**src/rtl/pipe_stage_hs.sv**
```systemverilog
// Handshaked pipeline stage register with stall, flush-to-RST_VAL and occupancy output.
// Define PIPE_STAGE_SKID_EN for the 2-entry skid buffer with a registered upstream ready.
module pipe_stage_hs #(
  parameter int unsigned    DW      = 32,
  parameter logic [DW-1:0]  RST_VAL = {DW{1'b0}}
) (
  input  logic          clk,
  input  logic          rst,
  input  logic          flush_i,
  input  logic          hold_i,
  input  logic          in_valid_i,
  output logic          in_ready_o,
  input  logic [DW-1:0] in_data_i,
  output logic          out_valid_o,
  input  logic          out_ready_i,
  output logic [DW-1:0] out_data_o,
  output logic [1:0]    level_o
);

`ifdef PIPE_STAGE_SKID_EN
  typedef enum logic [1:0] {
    ST_EMPTY = 2'd0,
    ST_ONE   = 2'd1,
    ST_TWO   = 2'd2
  } state_t;
`else
  typedef enum logic [1:0] {
    ST_EMPTY = 2'd0,
    ST_ONE   = 2'd1
  } state_t;
`endif

  state_t          state_q, state_d;
  logic [DW-1:0]   main_q, main_d;
  logic            valid_int;
  logic            ready_int;
  logic            in_fire;
  logic            out_fire;

`ifdef PIPE_STAGE_SKID_EN
  logic [DW-1:0]   skid_q, skid_d;
  logic            ready_q, ready_d;

  // Upstream ready comes straight from a flop, breaking the ready chain.
  assign ready_int = ready_q;
`else
  assign ready_int = ~valid_int | out_ready_i;
`endif

  assign valid_int   = (state_q != ST_EMPTY);
  assign in_ready_o  = ready_int & ~hold_i;
  assign out_valid_o = valid_int & ~hold_i;
  assign in_fire     = in_valid_i & in_ready_o;
  assign out_fire    = out_valid_o & out_ready_i;
  assign out_data_o  = main_q;
  assign level_o     = 2'(state_q);

  // Next-state and payload steering; flush outranks every handshake.
  always_comb begin
    state_d = state_q;
    main_d  = main_q;
`ifdef PIPE_STAGE_SKID_EN
    skid_d  = skid_q;
`endif
    if (flush_i) begin
      state_d = ST_EMPTY;
      main_d  = RST_VAL;
    end else begin
      case (state_q)
        ST_EMPTY: begin
          if (in_fire) begin
            state_d = ST_ONE;
            main_d  = in_data_i;
          end
        end
        ST_ONE: begin
          if (in_fire && out_fire) begin
            main_d = in_data_i;
`ifdef PIPE_STAGE_SKID_EN
          end else if (in_fire) begin
            state_d = ST_TWO;
            skid_d  = in_data_i;
`endif
          end else if (out_fire) begin
            state_d = ST_EMPTY;
          end
        end
`ifdef PIPE_STAGE_SKID_EN
        ST_TWO: begin
          if (out_fire) begin
            state_d = ST_ONE;
            main_d  = skid_q;
          end
        end
`endif
        default: begin
          state_d = ST_EMPTY;
        end
      endcase
    end
`ifdef PIPE_STAGE_SKID_EN
    ready_d = (state_d != ST_TWO);
`endif
  end

  always_ff @(posedge clk) begin
    if (rst) begin
      state_q <= ST_EMPTY;
      main_q  <= RST_VAL;
`ifdef PIPE_STAGE_SKID_EN
      skid_q  <= {DW{1'b0}};
      ready_q <= 1'b1;
`endif
    end else begin
      state_q <= state_d;
      main_q  <= main_d;
`ifdef PIPE_STAGE_SKID_EN
      skid_q  <= skid_d;
      ready_q <= ready_d;
`endif
    end
  end

endmodule

```
**config.mk**
```make
export PLATFORM = sky130hd
export DESIGN_NAME = pipe_stage_hs
export DESIGN_NICKNAME = d
export VERILOG_FILES = /design/src/rtl/pipe_stage_hs.sv
export SDC_FILE = /design/constraint.sdc
export NUM_CORES = 1
export LEC_CHECK = 0
export BUFFER_PORTS_ARGS = -buffer_cell sky130_fd_sc_hd__buf_4
export CAP_MARGIN = 20
export CORE_UTILIZATION = 30
export DETAILED_ROUTE_END_ITERATION = 8
export GPL_TIMING_DRIVEN = 0
export PLACE_DENSITY = 0.64
export RECOVER_POWER = 50
export SETUP_SLACK_MARGIN = 0.02
export SKIP_CTS_REPAIR_TIMING = 1
export SYNTH_ARGS = -nofsm -noshare
export SYNTH_HDL_FRONTEND = slang
export SYNTH_SLANG_ARGS = --single-unit
```
**constraint.sdc**
```tcl
create_clock -name clk -period 3.45 [get_ports clk]
set_clock_uncertainty 0.2 [all_clocks]
set_input_delay 0 -clock clk [delete_from_list [all_inputs] [get_ports clk]]
set_output_delay 0 -clock clk [all_outputs]
set_load 0.005 [all_outputs]
```
**Word level (Yosys, flattened, before mapping)**

Index checks and enable logic that the tools add are counted.

- Equality and inequality tests: 5
- Magnitude comparators: 0
- $mul: 0
- Div/mod/pow operators: 0
- Muxes and demuxes: 7
- Reduce and logical (&&, ||, !) cells: 7
- Bitwise logic cells: 7
- Shift-type cells: 0
- Add/subtract/negate cells: 0

Operators by type and width:

| operator | number |
|---|---|
| $mux W32 | 2 |
| $pmux W32 S2 | 1 |
| $ne A2 B2 Y1 const B | 4 |
| $mux W2 | 3 |
| $reduce_and A3 Y1 | 2 |
| $and A1 B1 Y1 | 4 |
| $pmux W2 S2 | 1 |
| $reduce_bool A2 Y1 | 2 |
| $eq A2 B1 Y1 const B | 1 |
| $logic_not A2 Y1 | 1 |
| $not A1 Y1 | 2 |
| $reduce_or A2 Y1 | 1 |
| $logic_and A1 B1 Y1 | 1 |
| $or A1 B1 Y1 | 1 |

- Input port bits: 38
- Bits in latches: 0
- Logic and storage cells: 28
- Memories: 0
- RAM bits: 0
- Memory bits (read-only): 0
- Flip-flop bits (word level): 34
- Output and inout bits: 36

**Logic depth before layout (Yosys ltp)**

- Word-level depth: 8
- Depth in mapped cells: 5
- Depth with buffers taken out: 3

**Least setup slack after synthesis**

Ideal clock, no wire load.

- Path kind: register to register
- Start point: reg state_q[0] (netlist: level_o[0])
- End point: reg state_q[0] (netlist: level_o[0])
- Clock period less this slack: 1.246 ns
- Cell stages (with the launch flop): 6
- Arrival: 0.929 ns
- Slack: 2.204 ns
- Path through: dfxtp_1 -> nand2b_1 -> buf_2 -> and2_4 -> buf_6 -> o2bb2ai_2

- Word-level cells in the longest chain between the ends: 8
- Elaborated cells between the ends (all ways): 15
- Those cells by class: eq/ne (4); mux (1); bitwise (6); reduce/logical (4)

RTL lines:

| item | RTL line | RTL |
|---|---|---|
| start, declared | 33 | `state_t state_q, state_d;` |
| start signal, assigned | 115 | `state_q <= state_d;` |
| $reduce_bool A2 Y1 | 50 | `assign valid_int = (state_q != ST_EMPTY);` |
| $not A1 Y1 | 47 | `assign ready_int = ~valid_int \| out_ready_i;` |
| $or A1 B1 Y1 | 47 |  |
| $and A1 B1 Y1 | 51 | `assign in_ready_o = ready_int & ~hold_i;` |
| $and A1 B1 Y1 | 53 | `assign in_fire = in_valid_i & in_ready_o;` |
| $logic_and A1 B1 Y1 | 77 | `if (in_fire && out_fire) begin` |
| $ne A2 B2 Y1 (no line) | n/a |  |
| $reduce_and A3 Y1 (no line) | n/a |  |

Parallel ways exist; a longest one is shown, timed or not.
A chain may end at the register's enable or synchronous reset.

**Final worst setup path**

- Start point: in hold_i
- End point: reg main_q[15] (netlist: out_data_o[15])

- Word-level cells in the longest chain between the ends: 6
- Elaborated cells between the ends (all ways): 9
- Those cells by class: eq/ne (2); bitwise (5); reduce/logical (2)

RTL lines:

| item | RTL line | RTL |
|---|---|---|
| start, declared | 10 | `input logic hold_i,` |
| $not A1 Y1 (*) | 51, 52 |  |
| $and A1 B1 Y1 (on tied branches) | 51, 52 |  |
| $and A1 B1 Y1 (on tied branches) | 53, 54 |  |
| $logic_and A1 B1 Y1 | 77 |  |
| $ne A2 B2 Y1 (no line) | n/a |  |
| $reduce_and A3 Y1 (no line) (*) | n/a |  |
| end signal, assigned | 116 | `main_q <= main_d;` |
| end, declared | 34 | `logic [DW-1:0] main_q, main_d;` |

Mark *: on every way between the ends. The rest lies on a longest branch, timed or not.

==> flow_metrics.py <==
metrics = {
    "timing": {
        "rsz0062_at_grt": "false",
        "setup_viol": 0,
        "period_share_pct": 57.5,
        "holdWs_ps": -25.6,
        "hold_viol_final": 3,
        "fmax_ghz": 0.504,
        "maxSlewViolCount": 0,
        "fin_tns_setup_ps": 0,
        "period_minus_slack_ps": 1980,
    },
    "synthesis": {
        "async_flop_share_pct": 0,
        "postSynthCellCount": 158,
        "synth_cell_types": 15,
        "synth_seq_area_share_pct": 46.0,
        "synth_area_leader_cell": "dfxtp_1",
        "synthFlopType": "dfxtp_1",
        "synth_warnings": 0,
        "synth_edf_count": 0,
        "synth_area_per_cell_um2": 9.09,
        "syn-num-nets": 196,
        "netlist_top_cells_area": "dfxtp_1, o21ai_2, nand4_1",
        "netlist_area_mm2": 0.00144,
        "synth_top_cell_area_share_pct": 46.0,
        "ys_seq_elements": 33,
    },
    "global_routing": {
        "antenna_found_initial": 0,
        "grt-ovfl-total": 0,
        "grt_pass1_wl_mm": 6.16,
        "grt_pass1_vias": 1353,
        "grt_start_max_net_pins": 11,
        "grt.total_usage_pct": 15.6,
    },
    "pwr": {
        "switchingPower_uw": 196,
        "p_comb_share_pct": 15.0,
        "finalPower_uw": 901,
        "switching_share_pct": 21.7,
        "power_frac_seq_pct": 43.8,
        "clockPowerShare_pct": 41.2,
        "powerDensity_mw_per_mm2": 358,
        "leakagePower_nw": 1.07,
        "vdd_drop_max_mv": 0.203,
        "internal_power_uw": 706,
    },
    "route": {
        "wirelength_mm": 3.99,
        "wire_per_inst_um": 12.2,
        "drc_errors": 5,
        "drtAntennaViolNets": 0,
        "drt_iter0_markers": 68,
        "vias_per_cell": 4.60,
        "drt-pass1-iter-count": 8,
        "vias": 1500,
    },
    "final_layout": {
        "layout_commonest_cell": "buf_4",
        "layout_common_cells": "buf_4, dlygate4sd3_1, nand2_1, clkbuf_4, dfxtp_1",
        "area_growth_pct": 75.1,
        "num_antenna_cells": 0,
        "nFillCells": 429,
        "drive_above_1_share_pct": 46.7,
        "nets": 311,
        "post-route-util_pct": 56.2,
    },
    "die": {
        "initial_core_util_pct": 32.1,
        "fp.coreArea_mm2": 0.00447,
        "die_y_um": 71.2,
        "die_w_um": 71.2,
        "die_area_mm2": 0.00507,
        "rows": 24,
        "ioPinCount": 74,
    },
    "critical_path": {
        "crit_type": "input port to register",
        "slowest_stage": "dlygate4sd3_1",
        "path_cells": "dlygate4sd3_1 -> buf_4 -> nor2b_1 -> buf_2 -> and2_4 -> buf_6 -> o21ai_2 -> dlygate4sd3_1",
        "worst_ep_required_time_ps": 3410,
        "critPathMaxStageDelay_ps": 540,
        "cpMostUsedCell": "dlygate4sd3_1",
        "end_kind": "register",
        "critPathMaxFanout": 10,
        "start_kind": "input port",
        "cp_data_arrival_time_ps": 1940,
    },
    "placed_design": {
        "hpwl_mm": 2.69,
        "gp_congestion": 0.739,
        "port_buffers": 72,
    },
    "clock_tree": {
        "cts_sinks": 33,
        "cts_tree": "yes",
        "htreeDepth": 2,
        "clockBufferDepth": 2,
        "cts_made_buffers": 5,
        "clock_latency_ps": 270,
        "clockRootBuffer": "clkbuf_8",
        "clk_pin_slew_ps": 60,
    },
    "status": {
        "violations": "design-rule violations, negative hold slack",
        "outcome": "complete, but fails checks",
    },
    "hold_path": {
        "hold_path.class": "input port to register",
    },
    "flow_run": {
        "drv_cap": 0,
    },
}
==> through the flow <==
| step | setup slack (ps) | cell area (um^2) | instances |
|---|---|---|---|
| finish | 1470 | 2510 | 326 |
| global route | 1350 | 2510 | 326 |
| CTS | 2000 | 2160 | 290 |
| detailed placement | 2110 | 2040 | 282 |
| global placement | 2110 | 2040 | 282 |
| floorplan | 2200 | 1440 | 158 |
==> power by group through the flow <==
stage	logic (mW)	clock network [mW]	registers [mW]
after floorplan	0.0469	0	0.404
after global placement	0.107	0	0.403
after detailed placement	0.107	0	0.403
after CTS	0.107	0.382	0.395
after global routing	0.148	0.397	0.395
final	0.136	0.371	0.394
==> sequential cells by signal, summed over array words and instances (netlist names) <==
name	cells
out_data_o	32
level_o	1
==> worst paths after layout <==
path | cells after the start | to | slack, ps | start
max reg2reg | 6 | out_data_o[15]$_SDFFE_PP0P_ | 1580 | level_o[0]$_SDFFE_PP0P_
min reg2reg | 2 | out_data_o[9]$_SDFFE_PP0P_ | 260 | out_data_o[9]$_SDFFE_PP0P_
max | 8 | out_data_o[15]$_SDFFE_PP0P_ | 1470 | hold_i
min | 5 | out_data_o[30]$_SDFFE_PP0P_ | -30 | rst
==> cells in the mapped netlist, types with 2 or more instances <==
library cell  count
nand4_1          32
clkbuf_1          2
nor2b_1           3
buf_4             3
dfxtp_1          33
nand2_1          33
o21ai_0           3
buf_6             3
buf_2            12
o21ai_2          29
==> per-layer routing <==
layer | vias up | routed length (um) | GRT usage, %
li1 | 788 | - | -
met3 | 5 | 220 | 4.27
met4 | 0 | 48 | 6.67
met2 | 43 | 1890 | 24.2
met5 | - | 0 | 0
met1 | 664 | 1830 | 20.5
==> cells by family (layout without fill, tap and decap cells) <==
kind of cell	count (synthesis)	in the layout	share of synthesized area, %
simple gates	71	71	25.3
compound gates	33	33	19.8
flops	33	33	46.0
buf+inv	20	136	8.62
other cells	1	1	0.261
==> worst max-delay path: cells and delay by family <==
family,cells,cell delay [ps]
buffers and inverters,5,1560
AND/OR/NAND/NOR,2,310
AO/OA/AOI/OAI,1,70
==> layout make-up <==
class                   instances  area [um^2]  area share (%)
repair buffers                108          897            35.7
well taps                      52         65.1            2.59
clock buffers                   7         86.3            3.43
multi-input cells             105          652            25.9
flip-flops and latches         33          661            26.3
clock inverters                 1         30.0            1.19
plain buffers                  20          124            4.93
Note: power is estimated with default switching activity, not from simulation.
